### src/rtl/uart_pkg.sv
// Shared definitions for the UART MMIO front end: bus addresses,
// control/status bit positions and the TX sequencer state encoding.
package uart_pkg;

    // Word addresses on the data-memory peripheral bus (addr[1:0] ignored).
    localparam logic [31:0] ADDR_TXD = 32'h4000_0018;
    localparam logic [31:0] ADDR_RXD = 32'h4000_001C;
    localparam logic [31:0] ADDR_CON = 32'h4000_0020;

    // Control/status register bit positions.
    localparam int CON_TX_IE    = 0;
    localparam int CON_RX_IE    = 1;
    localparam int CON_TX_IDLE  = 2;
    localparam int CON_RX_VALID = 3;
    localparam int CON_RX_OVR   = 4;
    localparam int CON_TX_DROP  = 5;

    // TX sequencer states.
    localparam logic [1:0] ST_IDLE  = 2'd0;
    localparam logic [1:0] ST_START = 2'd1;
    localparam logic [1:0] ST_WAIT  = 2'd2;
    localparam logic [1:0] ST_GAP   = 2'd3;

endpackage

### src/rtl/uart_tx_fifo.sv
// Small synchronous show-ahead FIFO for outgoing UART bytes.
// Pointers carry an extra MSB so full and empty are distinguishable
// with exactly DEPTH usable entries. A push while full is accepted
// when a pop happens in the same cycle, since the pop frees the slot.
module uart_tx_fifo
    import uart_pkg::*;
#(
    parameter int DEPTH = 4,
    parameter int WIDTH = 8
) (
    input  logic             clk,
    input  logic             reset,
    input  logic             push,
    input  logic             pop,
    input  logic [WIDTH-1:0] din,
    output logic [WIDTH-1:0] dout,
    output logic             full,
    output logic             empty
);

    localparam int AW = (DEPTH > 1) ? $clog2(DEPTH) : 1;

    logic [AW:0]      r_wr_ptr;
    logic [AW:0]      r_rd_ptr;
    logic [WIDTH-1:0] r_mem [DEPTH];

    logic w_do_push;
    logic w_do_pop;

    assign empty = (r_wr_ptr == r_rd_ptr);
    assign full  = (r_wr_ptr[AW] != r_rd_ptr[AW]) &&
                   (r_wr_ptr[AW-1:0] == r_rd_ptr[AW-1:0]);

    assign w_do_pop  = pop && !empty;
    assign w_do_push = push && (!full || w_do_pop);

    // Head entry is presented directly so the sequencer can latch it on the pop cycle.
    assign dout = r_mem[r_rd_ptr[AW-1:0]];

    // Advance read/write pointers on accepted pops/pushes.
    always_ff @(posedge clk) begin
        if (reset) begin
            r_wr_ptr <= '0;
            r_rd_ptr <= '0;
        end else begin
            if (w_do_push) r_wr_ptr <= r_wr_ptr + (AW+1)'(1);
            if (w_do_pop)  r_rd_ptr <= r_rd_ptr + (AW+1)'(1);
        end
    end

    // Storage write; contents need no reset because the pointers define validity.
    always_ff @(posedge clk) begin
        if (w_do_push) r_mem[r_wr_ptr[AW-1:0]] <= din;
    end

endmodule

### src/rtl/uart_mmio_controller.sv
// Memory-mapped UART front end: TX byte FIFO feeding a start/wait/gap
// sequencer for the sender, an RX holding register with valid/overrun
// flags, a control/status register and a registered level interrupt.
module uart_mmio_controller
    import uart_pkg::*;
#(
    parameter int TX_DEPTH   = 4,
    parameter int GAP_CYCLES = 2
) (
    input  logic        clk,
    input  logic        reset,
    input  logic [31:0] addr,
    input  logic        rd_en,
    input  logic        wr_en,
    input  logic [31:0] wdata,
    output logic [31:0] rdata,
    output logic        irq,
    output logic [7:0]  tx_data,
    output logic        tx_start,
    input  logic        tx_done,
    input  logic [7:0]  rx_data,
    input  logic        rx_done
);

    localparam int GW = (GAP_CYCLES > 1) ? $clog2(GAP_CYCLES) : 1;
    localparam logic [GW-1:0] GAP_LAST = GW'((GAP_CYCLES > 0) ? GAP_CYCLES - 1 : 0);

    // Registers
    logic [1:0]    r_state;
    logic [GW-1:0] r_gap_cnt;
    logic [7:0]    r_tx_data;
    logic [7:0]    r_rx_hold;
    logic          r_rx_valid;
    logic          r_rx_ovr;
    logic          r_tx_drop;
    logic          r_tx_ie;
    logic          r_rx_ie;
    logic          r_irq;

    // Decode and datapath wires
    logic        w_txd_hit;
    logic        w_rxd_hit;
    logic        w_con_hit;
    logic        w_txd_wr;
    logic        w_rxd_rd;
    logic        w_con_wr;
    logic        w_fifo_full;
    logic        w_fifo_empty;
    logic        w_fifo_pop;
    logic [7:0]  w_fifo_dout;
    logic        w_tx_idle;
    logic        w_tx_drop_set;
    logic        w_rx_ovr_set;
    logic [31:0] w_con_value;
    logic        w_unused;

    assign w_txd_hit = (addr[31:2] == ADDR_TXD[31:2]);
    assign w_rxd_hit = (addr[31:2] == ADDR_RXD[31:2]);
    assign w_con_hit = (addr[31:2] == ADDR_CON[31:2]);

    assign w_txd_wr = wr_en && w_txd_hit;
    assign w_rxd_rd = rd_en && w_rxd_hit;
    assign w_con_wr = wr_en && w_con_hit;

    // Byte lane and sub-word address bits carry no meaning here.
    assign w_unused = &{1'b0, addr[1:0], wdata[31:8]};

    assign w_fifo_pop = (r_state == ST_IDLE) && !w_fifo_empty;
    assign w_tx_idle  = w_fifo_empty && (r_state == ST_IDLE);

    // A full FIFO drops the byte unless the sequencer frees a slot this cycle.
    assign w_tx_drop_set = w_txd_wr && w_fifo_full && !w_fifo_pop;
    // Overrun only when an unread byte is overwritten; a same-cycle RXD read consumes it.
    assign w_rx_ovr_set  = rx_done && r_rx_valid && !w_rxd_rd;

    assign w_con_value = {26'b0, r_tx_drop, r_rx_ovr, r_rx_valid, w_tx_idle, r_rx_ie, r_tx_ie};

    assign tx_data  = r_tx_data;
    assign tx_start = (r_state == ST_START);
    assign irq      = r_irq;

    uart_tx_fifo #(
        .DEPTH (TX_DEPTH),
        .WIDTH (8)
    ) u_tx_fifo (
        .clk   (clk),
        .reset (reset),
        .push  (w_txd_wr),
        .pop   (w_fifo_pop),
        .din   (wdata[7:0]),
        .dout  (w_fifo_dout),
        .full  (w_fifo_full),
        .empty (w_fifo_empty)
    );

    // TX sequencer: latch head byte, pulse start, wait for done, then hold off GAP_CYCLES.
    always_ff @(posedge clk) begin
        if (reset) begin
            r_state   <= ST_IDLE;
            r_gap_cnt <= '0;
            r_tx_data <= 8'h00;
        end else begin
            case (r_state)
                ST_IDLE: begin
                    if (w_fifo_pop) begin
                        r_tx_data <= w_fifo_dout;
                        r_state   <= ST_START;
                    end
                end
                ST_START: begin
                    r_state <= ST_WAIT;
                end
                ST_WAIT: begin
                    if (tx_done) begin
                        r_gap_cnt <= '0;
                        r_state   <= (GAP_CYCLES == 0) ? ST_IDLE : ST_GAP;
                    end
                end
                ST_GAP: begin
                    if (r_gap_cnt == GAP_LAST) begin
                        r_state <= ST_IDLE;
                    end else begin
                        r_gap_cnt <= r_gap_cnt + GW'(1);
                    end
                end
                default: begin
                    r_state <= ST_IDLE;
                end
            endcase
        end
    end

    // RX holding register with valid and sticky overrun flags.
    always_ff @(posedge clk) begin
        if (reset) begin
            r_rx_hold  <= 8'h00;
            r_rx_valid <= 1'b0;
            r_rx_ovr   <= 1'b0;
        end else begin
            if (rx_done) begin
                r_rx_hold  <= rx_data;
                r_rx_valid <= 1'b1;
            end else if (w_rxd_rd) begin
                r_rx_valid <= 1'b0;
            end
            if (w_rx_ovr_set) begin
                r_rx_ovr <= 1'b1;
            end else if (w_con_wr && wdata[CON_RX_OVR]) begin
                r_rx_ovr <= 1'b0;
            end
        end
    end

    // Control bits and the sticky TX drop flag; a same-cycle set beats the clear.
    always_ff @(posedge clk) begin
        if (reset) begin
            r_tx_ie   <= 1'b0;
            r_rx_ie   <= 1'b0;
            r_tx_drop <= 1'b0;
        end else begin
            if (w_con_wr) begin
                r_tx_ie <= wdata[CON_TX_IE];
                r_rx_ie <= wdata[CON_RX_IE];
            end
            if (w_tx_drop_set) begin
                r_tx_drop <= 1'b1;
            end else if (w_con_wr && wdata[CON_TX_DROP]) begin
                r_tx_drop <= 1'b0;
            end
        end
    end

    // Registered level interrupt, one cycle behind its cause.
    always_ff @(posedge clk) begin
        if (reset) begin
            r_irq <= 1'b0;
        end else begin
            r_irq <= (r_tx_ie && w_tx_idle) || (r_rx_ie && r_rx_valid);
        end
    end

    // Combinational read mux; TXD and unmapped addresses read as zero.
    always_comb begin
        rdata = 32'h0;
        if (w_rxd_hit) begin
            rdata = {24'h0, r_rx_hold};
        end else if (w_con_hit) begin
            rdata = w_con_value;
        end
    end

endmodule

### config.mk
export PLATFORM = sky130hd
export DESIGN_NAME = uart_mmio_controller
export DESIGN_NICKNAME = d
export VERILOG_FILES = /design/src/rtl/uart_pkg.sv /design/src/rtl/uart_tx_fifo.sv /design/src/rtl/uart_mmio_controller.sv
export SDC_FILE = /design/constraint.sdc
export NUM_CORES = 1
export LEC_CHECK = 0
export CAP_MARGIN = 10
export CORE_ASPECT_RATIO = 0.75
export CORE_MARGIN = 5
export CORE_UTILIZATION = 35
export CTS_CLUSTER_SIZE = 40
export DETAILED_ROUTE_END_ITERATION = 7
export PLACE_DENSITY = 0.7
export SETUP_SLACK_MARGIN = 0.5
export SLEW_MARGIN = 5
export SYNTH_ARGS = -nofsm -noshare
export SYNTH_HDL_FRONTEND = slang
export SYNTH_SLANG_ARGS = --single-unit
### constraint.sdc
create_clock -name clk -period 2.37 [get_ports clk]
set_clock_uncertainty 0.2 [all_clocks]
set_input_delay 0.3555 -clock clk [delete_from_list [all_inputs] [get_ports clk]]
set_output_delay 0.3555 -clock clk [all_outputs]
set_load 0.01 [all_outputs]
Word-level counts from Yosys, hierarchy flattened

Memory sizes are Yosys's and may differ from the RTL's. A register that Yosys moved wholly into a read port is not among the register bits.
Cells that the tools add are included.

Reductions and logical operators: 30
Equality and inequality tests: 12
Add/subtract/negate cells: 3
Mux-type cells: 17

Operator list:

| operator             | count |
|---|---|
| $eq 30x29->1 const B | 3 |
| $logic_and 1x1->1    | 16 |
| $mux 1               | 10 |
| $mux 8               | 1 |
| $pmux 2 s4           | 1 |
| $reduce_bool 2->1    | 4 |
| $add 3x1->3 const B  | 2 |
| $mux 2               | 3 |
| $mux 6               | 1 |
| $eq 2x2->1 const B   | 2 |
| $logic_not 1->1      | 4 |
| $ne 2x2->1 const B   | 2 |
| $reduce_and 2->1     | 2 |
| $eq 3x3->1           | 1 |
| $reduce_and 3->1     | 1 |
| $eq 2x1->1 const B   | 1 |
| $eq 2x2->1           | 1 |
| $logic_not 2->1      | 1 |
| $logic_or 1x1->1     | 2 |
| $ne 2x1->1 const B   | 1 |
| $pmux 1 s2           | 1 |
| $add 1x1->1 const B  | 1 |
| $ne 1x1->1           | 1 |

Output and inout bits: 42
Memories: 1
Memory bits (writable): 32
Flip-flop bits (word level): 23

Memories:

| name            | depth | width | rd ports | clocked after Yosys merged registers in | wr ports | line               | text |
|---|---|---|---|---|---|---|---|
| u_tx_fifo.r_mem | 4     | 8     | 1        | 1                                       | 1        | uart_tx_fifo.sv:25 | `logic [WIDTH-1:0] r_mem [DEPTH];` |

Logic depth before layout (Yosys ltp)

Depth after elaboration: 8
Mapped depth: 6

Modules after synthesis

A second synthesis with hierarchy kept.

Cell total of the unflattened synthesis: 265
Area total of the unflattened synthesis: 3180.6 µm²

By module, submodules not included:

| module               | area an instance (µm²) | sequential area each (µm²) | instances | cells an instance |
|---|---|---|---|---|
| uart_tx_fifo         | 1699.1                 | 1121.1                     | 1         | 97 |
| uart_mmio_controller | 1481.4                 | 500.5                      | 1         | 168 |

Least setup slack after synthesis

Ideal clock, no wire load.

Kind: input port to flip-flop
Start: in addr[16]
End: mem u_tx_fifo.r_mem[3][0] (enable)
Buffers on the path: 0
Required time: 1.838 ns
Setup slack: 0.262 ns
Cell stages on the path: 4
Arrival time: 1.577 ns
Cell sequence: nor4_2 nand3_1 nor4_2 and2_1

Longest elaborated chain between the ends: 5

Ends and longest elaborated chain:

| item                         | line                       | text |
|---|---|---|
| start: declaration           | uart_mmio_controller.sv:12 | `input logic [31:0] addr,` |
| $eq 30x29->1                 | uart_mmio_controller.sv:57 | `assign w_txd_hit = (addr[31:2] == ADDR_TXD[31:2]);` |
| $logic_and 1x1->1            | uart_mmio_controller.sv:61 | `assign w_txd_wr = wr_en && w_txd_hit;` |
| $logic_and 1x1->1            | uart_tx_fifo.sv:35         | `assign w_do_push = push && (!full \|\| w_do_pop);` |
| $mux 1                       | uart_tx_fifo.sv:53         | `if (w_do_push) r_mem[r_wr_ptr[AW-1:0]] <= din;` |
| $mux 1 (implied by the code) | uart_tx_fifo.sv:53         |  |
| end: declaration             | uart_tx_fifo.sv:25         |  |

No other way between the ends.

Worst setup path in the final report

Start: in addr[31]
End: out rdata[2]

Longest elaborated chain between the ends: 3
Elaborated cells between the ends (all ways): 4

Ends and longest elaborated chain:

| item             | line                        | text |
|---|---|---|
| $eq 30x29->1     | uart_mmio_controller.sv:59  | `assign w_con_hit = (addr[31:2] == ADDR_CON[31:2]);` |
| $mux 6           | uart_mmio_controller.sv:187 | `end else if (w_con_hit) begin` |
| $mux 8 (*)       | uart_mmio_controller.sv:185 | `if (w_rxd_hit) begin` |
| end: declaration | uart_mmio_controller.sv:16  | `output logic [31:0] rdata,` |

Mark *: on every way between the ends. The rest lies on a longest branch, timed or not.

==> run_results.csv <==
group,metric,value,unit
run_status,outcome,"finished, final reports clean",
synthesis,ys_types,42,
worst_hold_path,min_to,"r_rx_ovr",
grt,grt_pass1_wl,11500,µm
worst_setup_path,r2r_end,"u_tx_fifo.r_mem[0][2]",
cts,numCtsBuffers,9,
floorplan,die_x,119,µm
synthesis,yosysTopAreaCellShare,31.0,%
cts,h-tree-depth,3,
timing,slew-limit-headroom,61.4,%
cells_and_area,fillCellCount,701,
cells_and_area,drive_gt1_share,36.2,%
worst_setup_path,cp_slowest_cell,"nor4b_4",
floorplan,rows,29,
cells_and_area,fin_nets,448,
synthesis,synthTopCellsByArea,"edfxtp_1 31%, dfxtp_1 20%, mux2i_1 6.8%",
cells_and_area,diodes,0,
worst_setup_path,r2r.worst_path.cells,5,
worst_hold_path,worstHoldStart,"r_rx_ovr",
floorplan,fp.coreArea,0.00856,mm²
placement,dp_cells,432,
synthesis,synth_area_per_cell,12.6,µm²
synthesis,ys_ff_latch,63,
power_and_ir_drop,ir_worst_vdd,0.317,mV
run,drv_cap,0,
grt,grt_overflow,0,
detailed_routing,wl,6990,µm
detailed_routing,ant_nets,0,
worst_setup_path,ff2ff_setup_slack,0.36,ns
detailed_routing,drt_first_pass_iters,4,
synthesis,yosysSeqAreaShare,51.0,%
cts,clkSinkCount,63,
detailed_routing,viasPerCell,4.69,
worst_setup_path,critPathCaptureType,"primary output",
placement,pre_cts_ws,-0.599,ns
timing,maxSlewViolCount,0,
worst_setup_path,worstSetupPathType,"in -> out",
synthesis,netlist_area,0.00310,mm²
detailed_routing,vias,2220,
detailed_routing,wl_per_cell,14.8,µm
timing,post-route-min-period,2.26,ns
cells_and_area,register_area,0.00159,mm²
worst_setup_path,reg2reg_from,"u_tx_fifo.r_wr_ptr[0]",
synthesis,synth-edff-count,32,
worst_hold_path,worstHoldPathType,"reg -> reg",
cts,root_buffer,"clkbuf_16",
cells_and_area,multiInputGateArea,0.00148,mm²
cts,cts_tree,"yes",
placement,dpl.hpwl,5010,µm
power_and_ir_drop,power.leakage,1.86,nW
placement,io_buffers,69,
synthesis,yosysWarningCount,0,
worst_setup_path,worstPathArrival,1.70,ns
cts,hold_buffers,0,
floorplan,dieArea,0.0109,mm²
grt,grt_max_degree,14,
worst_setup_path,crit_chain,"buf_6 -> nor4b_4 -> nand4_4 -> buf_6 -> nor2_4 -> buf_6 -> buf_6 -> a32o_1 -> buf_2",
floorplan,initial_core_util,36.2,%
synthesis,synth_top_area_cell,"edfxtp_1",
timing,hold_viol_final,0,
floorplan,dieHeight,91.5,µm
grt,grt_pass1_vias,2341,
worst_setup_path,cpMostUsedCell,"buf_6",
cts,clk_pin_slew_worst_paths,0.05,ns
timing,min_period_over_period,95.3,%
synthesis,synth_ff_type,"edfxtp_1",
placement,gp_congestion,0.790,
timing,setup_viol,0,
timing,max_freq,443,MHz
grt,track_usage,13.4,%
detailed_routing,drcViolationCount,0,
cells_and_area,finalNonFillerCells,473,
synthesis,async_flop_share,0,%
worst_hold_path,min_path_cells,2,
detailed_routing,drt_iter0_markers,102,
timing,rsz0062_at_grt,"yes",
worst_setup_path,required,1.81,ns
worst_setup_path,crit_path_start_kind,"primary input",
timing,worst_pin_slew,0.577,ns
cells_and_area,area_growth,46.4,%
power_and_ir_drop,power.density,606,mW/mm²
worst_setup_path,max_stage_delay,0.32,ns
timing,finalWorstSetupSlack,0.112,ns
cts,clock_path_buffers,2,
synthesis,syn_inst,245,
grt,antenna_found_initial,0,
floorplan,ios,120,
cts,clkLatencyLatePin,0.32,ns
worst_setup_path,cp_max_fo,3,
metal layers:
layer  vias up  share of wire, %  track usage, %
met3         8               7.8            4.97
met2        78                47            21.7
met4         0               1.3            4.63
met1      1064                44            16.5
li1       1070                 -               -
met5         -                 0               0
layout by cell type (no fill, tap or decap), types with 5 or more instances in the layout:
cell type / netlist / final
edfxtp_1: 32 / 32
clkdlybuf4s50_1: 0 / 30
buf_4: 27 / 28
dfxtp_1: 31 / 27
buf_6: 0 / 26
conb_1: 1 / 24
nor2_1: 24 / 22
mux2i_1: 21 / 21
buf_2: 0 / 17
nand2_1: 14 / 14
inv_1: 11 / 10
ha_1: 10 / 9
clkbuf_16: 0 / 9
nor4_4: 3 / 8
mux4_2: 8 / 8
and2_4: 0 / 6
a22o_1: 5 / 5
state kept, by name (all words and copies together), names as in the netlist, 2 cells and up:
name and count:
u_tx_fifo.r_rd_ptr 3, r_rx_hold 8, u_tx_fifo.r_wr_ptr 3, tx_data 8, u_tx_fifo.r_mem 32, r_state 2
worst max-delay path, delay by kind of cell:
family	cells	cell delay [ns]
AO/OA/AOI/OAI	1	0.13
buffers and inverters	5	0.58
AND/OR/NAND/NOR	3	0.64
through the flow:
stage / utilization [%] / TNS [ns] / total power [mW] / cell area, µm² / hold slack (ns)
6_report: 53.0 / 0 / 2.75 / 4540 / 0.291
5_1_grt: 53.0 / 0 / 2.87 / 4540 / 0.317
4_1_cts: 51.8 / 0 / 2.76 / 4430 / 0.281
3_5_place_dp: 46.7 / -13.97 / 1.52 / 4000 / 0.278
3_3_place_gp: 46.7 / -12.20 / 1.52 / 4000 / 0.270
2_1_floorplan: - / 0 / 1.39 / 3240 / 0.247
cells by family after synthesis:
family	synth area share, %
buf+inv	8.48
mux	13.3
flops	51.0
xor+xnor	1.61
fa+ha+maj	4.04
other cells	0.121
simple gates	15.9
compound gates	5.53
cell type report:
class | instances | area share (%)
Inverter | 11 | 0.910
Clock inverter | 4 | 1.02
Multi-Input combinational cell | 162 | 32.7
Tap cell | 108 | 2.98
Sequential cell | 63 | 35.0
Clock buffer | 12 | 5.21
Timing Repair Buffer | 113 | 22.2
power by group:
| part | switching (mW) | internal, mW | leakage, nW |
|---|---|---|---|
| Clock | 0.430 | 0.808 | 0.134 |
| Combinational | 0.157 | 0.166 | 1.19 |
| Sequential | 0.0192 | 1.17 | 0.541 |
| Total | 0.606 | 2.15 | 1.86 |
worst max path at each step:
stage | start | end | depth (start not counted)
after floorplan | addr[28] | rdata[2] | 4
after global placement | addr[28] | rdata[2] | 6
after detailed placement | addr[7] | rdata[2] | 6
after CTS | addr[17] | rdata[2] | 9
after global routing | addr[31] | rdata[2] | 9
final | addr[31] | rdata[2] | 9
timing repair:
| item | CTS | global route |
|---|---|---|
| buffers inserted | 19 | 6 |
| hold endpoints to repair | 0 | 0 |
| endpoints found under the setup margin | 49 | 51 |
| resized for setup | 157 | 26 |
| pin swaps | 28 | 20 |
cells in the mapped netlist, drive strengths merged, types with 3 or more instances:
master and n:
edfxtp 32, dfxtp 31, buf 28, nor2 24, mux2i 21, nand2 14
inv 11, ha 10, mux4 8, nor4 8, and2 6, a22o 5
clkbuf 4, nor2b 4, nor3 4, o21ai 4, xor2 4, a21oi 3
nand4 3, nor4b 3
(Power assumes the default switching activity.)
